File: config.mk
export PLATFORM = sky130hd
export DESIGN_NAME = split_seq_flat
export DESIGN_NICKNAME = d
export VERILOG_FILES = /design/src/rtl/split_seq_if.sv /design/src/rtl/split_seq.sv /design/src/flat_wrapper.sv
export SDC_FILE = /design/constraint.sdc
export NUM_CORES = 1
export LEC_CHECK = 0
export BUFFER_PORTS_ARGS = -buffer_cell sky130_fd_sc_hd__buf_2
export CELL_PAD_IN_SITES_DETAIL_PLACEMENT = 0
export CELL_PAD_IN_SITES_GLOBAL_PLACEMENT = 2
export CORE_MARGIN = 2
export CORE_UTILIZATION = 40
export CTS_CLUSTER_DIAMETER = 40
export CTS_CLUSTER_SIZE = 8
export DETAILED_ROUTE_END_ITERATION = 16
export PLACE_DENSITY = 0.82
export RECOVER_POWER = 100
export SLEW_MARGIN = 10
export SYNTH_ARGS = -nofsm -noshare
export SYNTH_HDL_FRONTEND = slang
export SYNTH_SLANG_ARGS = --single-unit
File: constraint.sdc
create_clock -name clk -period 3.7 [get_ports clk]
set_clock_uncertainty 0.05 [all_clocks]
set_input_delay 0.37 -clock clk [delete_from_list [all_inputs] [get_ports clk]]
set_output_delay 0.37 -clock clk [all_outputs]
set_load 0.1 [all_outputs]
File: src/rtl/split_seq_if.sv
// Stream interface for split_seq: sample input handshake plus the even/odd pair
// output handshake. The design side uses the slave modport.
interface split_seq_if #(
  parameter int unsigned SIZE = 8
);
  localparam int unsigned IDX_W = (SIZE > 2) ? $clog2(SIZE / 2) : 1;

  logic [32:0]      in_data;
  logic             in_valid;
  logic             in_last;
  logic             in_ready;
  logic [32:0]      even_data;
  logic [32:0]      odd_data;
  logic [IDX_W-1:0] pair_idx;
  logic             pair_valid;
  logic             pair_last;
  logic             pair_ready;
  logic             busy;
  logic             frame_err;

  modport master (
    output in_data, in_valid, in_last, pair_ready,
    input  in_ready, even_data, odd_data, pair_idx, pair_valid, pair_last,
           busy, frame_err
  );

  modport slave (
    input  in_data, in_valid, in_last, pair_ready,
    output in_ready, even_data, odd_data, pair_idx, pair_valid, pair_last,
           busy, frame_err
  );
endinterface

File: src/rtl/split_seq.sv
// Frame sequencer: buffers SIZE samples, then issues them as SIZE/2 even/odd pairs.
// Optional framing check on in_last enabled by defining SPLIT_SEQ_LAST_CHECK_EN.
module split_seq #(
  parameter int unsigned SIZE = 8
) (
  input logic        clk,
  input logic        rst,
  split_seq_if.slave ifc
);
  localparam int unsigned WR_W  = $clog2(SIZE);
  localparam int unsigned IDX_W = (SIZE > 2) ? $clog2(SIZE / 2) : 1;
  localparam logic [WR_W-1:0]  WR_LAST = WR_W'(SIZE - 1);
  localparam logic [IDX_W-1:0] RD_LAST = IDX_W'(SIZE / 2 - 1);

  typedef enum logic {
    LOAD,
    EMIT
  } state_e;

  state_e           state_q, state_d;
  logic [WR_W-1:0]  wr_idx_q, wr_idx_d;
  logic [IDX_W-1:0] rd_idx_q, rd_idx_d;
  logic             frame_err_q, frame_err_d;
  logic [32:0]      mem_q [SIZE];
  logic             wr_en;
  logic             bad_frame;
  logic [WR_W-1:0]  even_addr;
  logic [WR_W-1:0]  odd_addr;
  logic             pair_vld;

`ifdef SPLIT_SEQ_LAST_CHECK_EN
  assign bad_frame = ifc.in_last != (wr_idx_q == WR_LAST);
`else
  logic unused_last;
  assign unused_last = ifc.in_last;
  assign bad_frame   = 1'b0;
`endif

  always_comb begin
    state_d     = state_q;
    wr_idx_d    = wr_idx_q;
    rd_idx_d    = rd_idx_q;
    frame_err_d = 1'b0;
    wr_en       = 1'b0;
    case (state_q)
      LOAD: begin
        if (ifc.in_valid) begin
          if (bad_frame) begin
            // Misframed sample: drop it together with the partial frame.
            wr_idx_d    = '0;
            frame_err_d = 1'b1;
          end else begin
            wr_en = 1'b1;
            if (wr_idx_q == WR_LAST) begin
              wr_idx_d = '0;
              state_d  = EMIT;
            end else begin
              wr_idx_d = wr_idx_q + 1'b1;
            end
          end
        end
      end
      EMIT: begin
        if (ifc.pair_ready) begin
          if (rd_idx_q == RD_LAST) begin
            rd_idx_d = '0;
            state_d  = LOAD;
          end else begin
            rd_idx_d = rd_idx_q + 1'b1;
          end
        end
      end
      default: state_d = LOAD;
    endcase
  end

  always_ff @(posedge clk) begin
    if (rst) begin
      state_q     <= LOAD;
      wr_idx_q    <= '0;
      rd_idx_q    <= '0;
      frame_err_q <= 1'b0;
    end else begin
      state_q     <= state_d;
      wr_idx_q    <= wr_idx_d;
      rd_idx_q    <= rd_idx_d;
      frame_err_q <= frame_err_d;
    end
  end

  // Buffer has no reset; stale contents are never visible before being rewritten.
  always_ff @(posedge clk) begin
    if (wr_en && !rst) begin
      mem_q[wr_idx_q] <= ifc.in_data;
    end
  end

  assign pair_vld  = (state_q == EMIT);
  assign even_addr = WR_W'({rd_idx_q, 1'b0});
  assign odd_addr  = even_addr | WR_W'(1);

  assign ifc.in_ready   = (state_q == LOAD) && !rst;
  assign ifc.pair_valid = pair_vld;
  assign ifc.busy       = pair_vld;
  assign ifc.even_data  = pair_vld ? mem_q[even_addr] : '0;
  assign ifc.odd_data   = pair_vld ? mem_q[odd_addr] : '0;
  assign ifc.pair_idx   = pair_vld ? rd_idx_q : '0;
  assign ifc.pair_last  = pair_vld && (rd_idx_q == RD_LAST);
  assign ifc.frame_err  = frame_err_q;
endmodule

File: src/flat_wrapper.sv
// flat-port wrapper written by rule: the top's interface ports become plain ports
module split_seq_flat 
#(
  parameter int unsigned SIZE = 8
)
  (clk, rst, ifc_in_data, ifc_in_valid, ifc_in_last, ifc_pair_ready, ifc_in_ready, ifc_even_data, ifc_odd_data, ifc_pair_idx, ifc_pair_valid, ifc_pair_last, ifc_busy, ifc_frame_err);
  split_seq_if #(.SIZE(SIZE)) ifc_i ();
  input logic clk;
  input logic rst;
  input wire logic [$bits(ifc_i.in_data)-1:0] ifc_in_data;
  input wire logic [$bits(ifc_i.in_valid)-1:0] ifc_in_valid;
  input wire logic [$bits(ifc_i.in_last)-1:0] ifc_in_last;
  input wire logic [$bits(ifc_i.pair_ready)-1:0] ifc_pair_ready;
  output wire logic [$bits(ifc_i.in_ready)-1:0] ifc_in_ready;
  output wire logic [$bits(ifc_i.even_data)-1:0] ifc_even_data;
  output wire logic [$bits(ifc_i.odd_data)-1:0] ifc_odd_data;
  output wire logic [$bits(ifc_i.pair_idx)-1:0] ifc_pair_idx;
  output wire logic [$bits(ifc_i.pair_valid)-1:0] ifc_pair_valid;
  output wire logic [$bits(ifc_i.pair_last)-1:0] ifc_pair_last;
  output wire logic [$bits(ifc_i.busy)-1:0] ifc_busy;
  output wire logic [$bits(ifc_i.frame_err)-1:0] ifc_frame_err;
  assign ifc_i.in_data = ifc_in_data;
  assign ifc_i.in_valid = ifc_in_valid;
  assign ifc_i.in_last = ifc_in_last;
  assign ifc_i.pair_ready = ifc_pair_ready;
  assign ifc_in_ready = ifc_i.in_ready;
  assign ifc_even_data = ifc_i.even_data;
  assign ifc_odd_data = ifc_i.odd_data;
  assign ifc_pair_idx = ifc_i.pair_idx;
  assign ifc_pair_valid = ifc_i.pair_valid;
  assign ifc_pair_last = ifc_i.pair_last;
  assign ifc_busy = ifc_i.busy;
  assign ifc_frame_err = ifc_i.frame_err;
  split_seq #(.SIZE(SIZE)) u_core (.clk(clk), .rst(rst), .ifc(ifc_i));
endmodule
==> results of run 1 <==
==> registers in the layout, summed over array words and instances, names as in the netlist, named ones only <==
| name | flops |
|---|---|
| u_core.wr_idx_q | 3 |
| u_core.ifc.busy | 1 |
| u_core.mem_q | 264 |
| u_core.rd_idx_q | 2 |
==> cell usage after synthesis <==
cell type,n,area (sq um)
nor2_2,1,6.26
nor2_1,12,45.0
buf_12,8,160
bufbuf_8,5,93.8
dfxtp_1,8,160
nand2b_2,1,8.76
nor3_1,2,10.0
buf_6,2,22.5
buf_2,9,45.0
and2_1,3,18.8
mux2i_1,136,1360
edfxtp_1,264,7930
clkbuf_1,4,15.0
o22ai_1,66,413
conb_1,1,3.75
ha_1,3,37.5
nand2b_1,2,12.5
buf_8,1,15.0
nand2_1,4,15.0
buf_4,3,22.5
a211oi_1,1,7.51
nor2b_2,1,8.76
nand3_1,2,10.0
nand3b_1,1,7.51
a21oi_1,2,10.0
==> routing by layer <==
layer  wire length [um]  share of wire
met1               9130           0.44
met2              10100           0.48
met3               1340          0.064
met4                327          0.016
met5                  0              0
==> logic make-up (layout without fill, tap and decap cells) <==
logic type / count (synthesis) / in the layout / synth area share
other: 1 / 1 / 0.000359
AND/OR/NAND/NOR: 29 / 29 / 0.0137
flip-flops: 272 / 272 / 0.775
multiplexers: 136 / 136 / 0.130
AO/OA/AOI/OAI: 69 / 69 / 0.0412
buffers and inverters: 32 / 178 / 0.0358
adder cells (fa/ha/maj): 3 / 3 / 0.00360
==> power by group through the flow <==
stage | Combinational, uW | Clock, uW | Sequential, uW
2_1_floorplan | 48.2 | 0 | 3500
3_3_place_gp | 120 | 0 | 3490
3_5_place_dp | 127 | 0 | 3500
4_1_cts | 127 | 3360 | 3440
5_1_grt | 127 | 3490 | 3440
6_report | 113 | 3290 | 3440
==> final timing paths <==
check                                   from                            to  slack (ps)  depth (start not counted)
max               u_core.ifc.busy$_SDFF_PP0_              ifc_odd_data[10]         440                          4
min                           ifc_pair_ready    u_core.ifc.busy$_SDFF_PP0_          40                          2
max reg2reg       u_core.ifc.busy$_SDFF_PP0_  u_core.mem_q[7][8]$_DFFE_PP_         550                          4
min reg2reg  u_core.rd_idx_q[1]$_SDFFE_PP0P_                     flip-flop         450                          2
==> layout make-up <==
cell class              count  area [sq um]  area share
multi-input cells         238          2000       0.163
repair buffers            122           553      0.0452
clock inverters             4          50.0     0.00409
clock buffers              52          1120      0.0916
well taps                 335           419      0.0343
flip-flops and latches    272          8090       0.662
==> through the flow <==
| step | worst slack (ps) | std cells |
|---|---|---|
| 6_report | 445 | 1023 |
| 5_1_grt | 343 | 1023 |
| 4_1_cts | 766 | 1023 |
| 3_5_place_dp | 1280 | 967 |
| 3_3_place_gp | 1340 | 967 |
| 2_1_floorplan | -358 | 542 |
==> worst max-delay path, stage by stage (launching register included) <==
cell and delay, ps:
dfxtp_1 570, nand2b_2 80, buf_4 400, o22ai_1 370
clkbuf_1 900
==> metrics.cfg, run 1 <==
[routing]
drtIter0Drc=279
drc=0
wl_per_cell_um=20.4
routed_via_density=5.18
ant_nets=0
first_pass_iters=4
routed-via-count=5300
wirelength_um=20900

[power]
total_power_uw=6850
ir_drop_v=0.000279
clockPowerShare=0.481
p_sw_uw=1240
p_leak_uw=0.00372
power_density_nw_per_um2=560
switching_share=0.182
pwr-share-seq=0.503
pwr-share-comb=0.016
p_int_uw=5600

[die]
fp.dieW_um=166
rows=59
core_area_sq_um=25800
ioPinCount=111
start_util=0.404
die_h_um=166
die_area_sq_um=27400

[worst_hold_path]
hp-class=input port to flip-flop

[placed_design]
place_congestion=0.719
dp_hpwl_um=11500
port_buffers=108
placed_cell_area_sq_um=11300

[final_layout]
insertedDiodeCount=0
nets=716
layout_common_cells=264 x edfxtp_1, 136 x mux2i_1, 102 x clkbuf_1
post-route-cell-area_sq_um=12200
n_fill_cell=2200
area_growth_pct=17.2
drive_gt1_frac=0.119
final_common_cell=edfxtp_1
fin_util=0.473

[timing]
rsz0062_at_grt=no
slew_viol_final=37
slew_headroom=-0.144
setup_viol=0
post-route-period-util=0.880
timing.fmax_mhz=307
setup_tns_ps=0
hold_violations=0
tightest_slew_ps=1710
fin_crit_ps=3260
hold_ws_ps=40.5

[yosys]
ys_types=25
synth_seq_cells=272
syn-mean-instance-area_sq_um=19.3
syn_area_sq_um=10400
syn_inst=542
yosysSeqAreaShare=0.775
ys_warn_count=0
syn_nets=583

[global_route]
gr-usage-met1=0.202
grt_pass1_wl_um=31100
grt_use_total=0.153
grt_pass1_vias=5487
grt_busiest_layer=met2
grt_use_met2=0.252
grt.overflow.total=0
grt_use_met3=0.0385
grt_max_degree=78
antenna_found_initial=0

[clock_tree]
clock_latency_ps=500
clock_sinks=272
tritoncts=yes
holdBufCountCts=0
clk_path_buf_depth=3
clk_transition_reported_paths_ps=40
root_buffer=clkbuf_16
cts-resized-gates=0
htreeDepth=2
postCtsSetupRepairBufs=0
cts_buffers=41

[worst_setup_path]
crit_required_ps=3280
worstPathMaxFanout=66
crit_type=flip-flop to output port
cp-start-kind=flip-flop
crit_arrival_ps=2840
end_kind=output port

[run]
cap_violations=2

[run_status]
violations=capacitance limit, slew limit
outcome=finished with violations

(Power assumes the default switching activity.)
==> inputs of run 2 (changes only) <==
ABC_AREA = 1   (was default)
CORE_UTILIZATION = 35   (was 40)
PLACE_DENSITY = 0.83   (was 0.82)
==> run 2 against run 1 <==
Effect of this change: the run still ends with capacitance limit, slew limit left; clock power is 17% higher; hold slack improved by 38 ps; sequential cell count unchanged; synthesized cell count rose by 100%; power increased by 8.0%; synthesized area grew 11%; routed wire length rose by 28%; worst setup slack got worse by 83 ps; critical path depth did not move; critical path type unchanged; critical endpoint is now ifc_odd_data[1]; highest routed layer unchanged.
==> metrics.cfg, run 2 <==
[timing]
setup_viol=0
slew_viol_final=64
setup_tns_ps=0
fin_crit_ps=3340
slew_headroom=-0.336
post-route-period-util=0.902
rsz0062_at_grt=no
tightest_slew_ps=2000
hold_violations=0
timing.fmax_mhz=300

[yosys]
syn_nets=1149
synthTopCellsByArea=edfxtp_1 68%, nand2_1 9.3%, inv_1 8.8%
syn_inst=1108
syn-mean-instance-area_sq_um=10.5
ys_types=15
synth_seq_cells=272
synthFlopType=edfxtp_1
yosysSeqAreaShare=0.696
yosysTopAreaCell=edfxtp_1
synth-edff-count=264
yosys.cell_count.top_type=nand2_1
async_reset_ff_frac=0
syn_area_sq_um=11600
ys_warn_count=0
synth_top_area_frac=0.682
synth_common_cells=288 x nand2_1, 271 x inv_1, 264 x edfxtp_1, 132 x nand3_1, 72 x a21oi_1

[clock_tree]
htreeDepth=2
clk_transition_reported_paths_ps=50
postCtsSetupRepairBufs=0
clock_sinks=272
root_buffer=clkbuf_16
clock_latency_ps=530
cts_buffers=45
clk_path_buf_depth=3
tritoncts=yes
holdBufCountCts=0
cts-resized-gates=0

[run_status]
violations=capacitance limit, slew limit
outcome=finished with violations

[routing]
routed-via-count=7447
routed_via_density=4.40
first_pass_iters=5
drtIter0Drc=399
ant_nets=0
wl_per_cell_um=15.7
wirelength_um=26600
drc=0

[worst_setup_path]
end_kind=output port
crit_type=flip-flop to output port
crit_arrival_ps=2920
crit_required_ps=3280
worstPathMaxFanout=66
cp-start-kind=flip-flop

[final_layout]
fin_util=0.427
area_growth_pct=19.8
nets=1267
largest_reg_flops=264
layout_common_cells=288 x nand2_1, 272 x inv_1, 264 x edfxtp_1
drive_gt1_frac=0.111
biggestRegsByFlops=u_core.mem_q: 264 flops, u_core.wr_idx_q: 3 flops, u_core.rd_idx_q: 2 flops
final_common_cell=nand2_1
insertedDiodeCount=0
largest-register=u_core.mem_q

[power]
power_density_nw_per_um2=531
p_leak_uw=0.00605
ir_drop_v=0.000340

[global_route]
grt_pass1_vias=7297
antenna_found_initial=0
grt_use_total=0.157
grt_max_degree=100
grt_pass1_wl_um=41100
grt.overflow.total=0

[placed_design]
place_congestion=0.680
dp_hpwl_um=14300
port_buffers=108

[die]
fp.dieW_um=186
start_util=0.356
core_area_sq_um=32600
die_area_sq_um=34700
rows=66
ioPinCount=111
die_h_um=186

[worst_hold_path]
hp-class=input port to flip-flop

[run]
cap_violations=4

run 2: cell count changes in the layout (fill, tap and decap cells not counted), sizes merged, moves of 2 or more:
cell    previous run  this run
bufinv             1         3
clkbuf           150       148
inv                1       275
nand3              2       132
nand2              4       288
and2               3         0
o22ai             66         0
nor3               2         0
buf               23        31
nand2b             3         0
a21oi              2        72
clkinv             1        13
mux2i            136         0
run 2: layer usage:
layer,part of all wire,track usage
met5,0,0
met3,0.051,0.0278
met1,0.46,0.214
met4,0.017,0.0450
met2,0.48,0.259
run 2: path summary, 6_finish.rpt:
| check | start | to | slack [ps] | cells past startpoint |
|---|---|---|---|---|
| worst max-delay path | flip-flop | ifc_odd_data[1] | 360 | 4 |
| worst min-delay path | rst | u_core.wr_idx_q[0]$_SDFFE_PP0P_ | 80 | 2 |
| worst max register to register | u_core.ifc.busy$_SDFF_PP0_ | u_core.mem_q[2][19]$_DFFE_PP_ | 500 | 6 |
| worst min register to register | u_core.rd_idx_q[0]$_SDFFE_PP0P_ | flip-flop | 460 | 2 |
run 2: cell families (layout without fill, tap and decap cells):
kind of cell / after synthesis / count (layout) / synth area share
AND/OR/NAND/NOR: 432 / 432 / 0.154
adder cells (fa/ha/maj): 3 / 3 / 0.00323
buffers and inverters: 328 / 470 / 0.116
AO/OA/AOI/OAI: 72 / 72 / 0.0310
other: 1 / 1 / 0.000323
flip-flops: 272 / 272 / 0.696
run 2: per-stage QoR:
stage	worst slack [ps]	instance area [sq um]	hold slack, ps	power (uW)	instances
floorplan	256	11600	419	3550	1108
global placement	1060	12700	466	3620	1621
detailed placement	1060	12700	460	3630	1621
CTS	495	14100	32.3	7490	1692
global route	176	13900	82.2	7630	1692
finish	362	13900	79.0	7400	1692
run 2: cell type report:
class / instances / area, sq um
fill: 3059 / 18700
sequential: 272 / 8100
multi-input combinational: 508 / 2190
clock buffer: 55 / 1200
inverter: 275 / 1030
timing repair buffer: 124 / 651
tap: 442 / 553
clock inverter: 16 / 196
run 2: worst max-delay path, cell delays in order, from the launching register on:
cell	delay, ps
dfxtp_4	340
clkbuf_4	800
nand3_1	160
a21oi_1	170
clkbuf_1	880
run 2: power by group:
| group | switching, uW | internal, uW | leakage, uW |
|---|---|---|---|
| sequential | 8.65 | 3420 | 0.00245 |
| combinational | 96.0 | 26.3 | 0.00291 |
| clock | 1350 | 2490 | 0.000681 |
| total | 1460 | 5940 | 0.00605 |
==> inputs of run 3 (changes only) <==
CAP_MARGIN = 30   (was default)
CORE_UTILIZATION = 36   (was 35)
CTS_BUF_LIST = sky130_fd_sc_hd__clkbuf_2   (was default)
PLACE_DENSITY = 0.85   (was 0.83)
==> run 3 against run 2 <==
Effect of this change: worst setup slack gained 43 ps; hold slack better by 290 ps; largest cell class unchanged; sequential power about the same; via count rose by 2.0%; combinational power is 28% higher; non-clock buffer count increased by 38; the run still ends with capacitance limit, slew limit left; routed wire length fell by 0.70%; core utilization is 0.85 points lower; design area shrank 5.0%; cell count fell by 0.41%; sequential share of layout area is 3.0 points higher; first-iteration DRC count fell by 4.5%; largest power group is now sequential cells.
==> metrics.cfg, run 3 (synthesis results as in run 2) <==
[run_status]
outcome=finished with violations
violations=capacitance limit, slew limit

[timing]
slew_viol_final=17
tightest_slew_ps=1870
fin_ws_ps=405
timing.fmax_mhz=304
hold_violations=0
post-route-period-util=0.890
fin_crit_ps=3290
setup_tns_ps=0
slew_headroom=-0.248
rsz0062_at_grt=no
setup_viol=0

[clock_tree]
clock_sinks=272
postCtsSetupRepairBufs=0
cts_buffers=44
tritoncts=yes
clock_latency_ps=740
htreeDepth=2
clk_path_buf_depth=3
holdBufCountCts=37
cts-resized-gates=0
root_buffer=clkbuf_2
clk_transition_reported_paths_ps=130

[global_route]
grt_pass1_wl_um=41000
grt.overflow.total=0
grt_pass1_vias=7414
grt_use_total=0.158
antenna_found_initial=1
grt_max_degree=133

[routing]
wl_per_cell_um=15.7
drtIter0Drc=381
routed-via-count=7594
drc=0
first_pass_iters=4
routed_via_density=4.51
ant_nets=0
wirelength_um=26400

[worst_setup_path]
crit_path_end=ifc_odd_data[32]
crit_required_ps=3280
cp-start-kind=flip-flop
worstPathMaxFanout=66
crit_arrival_ps=2870
rr_startpoint=u_core.ifc.busy$_SDFF_PP0_
rr_endpoint=u_core.mem_q[5][12]$_DFFE_PP_
crit_type=flip-flop to output port
reg2regPathDepth=6
r2r_slack_ps=540
end_kind=output port

[die]
core_area_sq_um=31600
rows=65
die_area_sq_um=33700
ioPinCount=111
die_h_um=184
fp.dieW_um=184
start_util=0.367

[power]
power_density_nw_per_um2=382
p_leak_uw=0.00582
ir_drop_v=0.000179

[run]
cap_violations=1

[final_layout]
layout_common_cells=288 x nand2_1, 273 x inv_1, 264 x edfxtp_1
drive_gt1_frac=0.119
biggestRegsByFlops=u_core.mem_q: 264 flops, u_core.wr_idx_q: 3 flops, u_core.rd_idx_q: 2 flops
multiInputGateArea_sq_um=2220
area_growth_pct=13.9
post-route-cell-area_sq_um=13200
n_fill_cell=3067
largest_reg_flops=264
seqCellArea_sq_um=8100
largest-register=u_core.mem_q
nets=1304
final_common_cell=nand2_1

[placed_design]
placed_cell_area_sq_um=12600
dp_hpwl_um=14100
port_buffers=108
place_congestion=0.686
post-place-ws_ps=1220

[worst_hold_path]
hp-class=input port to flip-flop

==> run 3: cell count changes in the layout (fill, tap and decap cells not counted), sizes merged <==
cell         delta
inv             +2
bufinv          -2
diode           +1
dlygate4sd3    +37
clkbuf          -3
clkinv          -2
==> run 3: worst min-delay path by stage <==
| stage | endpoint | start | slack [ps] | cells after the start |
|---|---|---|---|---|
| after CTS | u_core.mem_q[4][8]$_DFFE_PP_ | ifc_in_data[8] | 220 | 2 |
| after floorplan | u_core.mem_q[0][0]$_DFFE_PP_ | ifc_in_data[0] | 420 | 0 |
| after global placement | u_core.wr_idx_q[2]$_SDFFE_PP0P_ | u_core.wr_idx_q[2]$_SDFFE_PP0P_ | 460 | 2 |
| final | u_core.ifc.busy$_SDFF_PP0_ | rst | 370 | 3 |
| after detailed placement | u_core.wr_idx_q[2]$_SDFFE_PP0P_ | u_core.wr_idx_q[2]$_SDFFE_PP0P_ | 470 | 2 |
| after global routing | u_core.wr_idx_q[0]$_SDFFE_PP0P_ | rst | 300 | 3 |
==> run 3: worst max-delay path: stages (launching register included) <==
cell      delay [ps]
dfxtp_4          380
inv_4            560
clkbuf_2         450
nand2_1           90
nand3_1           80
a21oi_1          130
buf_2            370
==> run 3: final cells by class <==
| cell class | instances | area share |
|---|---|---|
| diodes | 1 | 0.000189 |
| clock buffers | 51 | 0.0193 |
| clock inverters | 14 | 0.00671 |
| inverters | 275 | 0.0782 |
| multi-input cells | 508 | 0.168 |
| flip-flops and latches | 272 | 0.612 |
| well taps | 402 | 0.0380 |
| repair buffers | 162 | 0.0782 |
==> run 3: stage by stage <==
step	power [uW]	utilization	instances	hold WS (ps)
after floorplan	3550	-	1108	419
after global placement	3620	0.399	1582	461
after detailed placement	3620	0.399	1582	465
after CTS	5140	0.421	1684	224
after global routing	5290	0.418	1685	298
final	5050	0.418	1685	367
==> run 3: per-layer routing <==
| layer | track usage | up-vias | wire length, um |
|---|---|---|---|
| met1 | 0.202 | 3614 | 11800 |
| met4 | 0.0374 | 0 | 338 |
| met5 | 0 | - | 0 |
| li1 | - | 3814 | - |
| met3 | 0.0313 | 32 | 1100 |
| met2 | 0.277 | 134 | 13100 |
==> run 3: power breakdown <==
group          leakage [uW]  total (uW)  switching [uW]  internal [uW]
clock network      0.000264        1480            1030            453
registers           0.00245        3420            8.46           3410
logic               0.00311         156             103           52.7
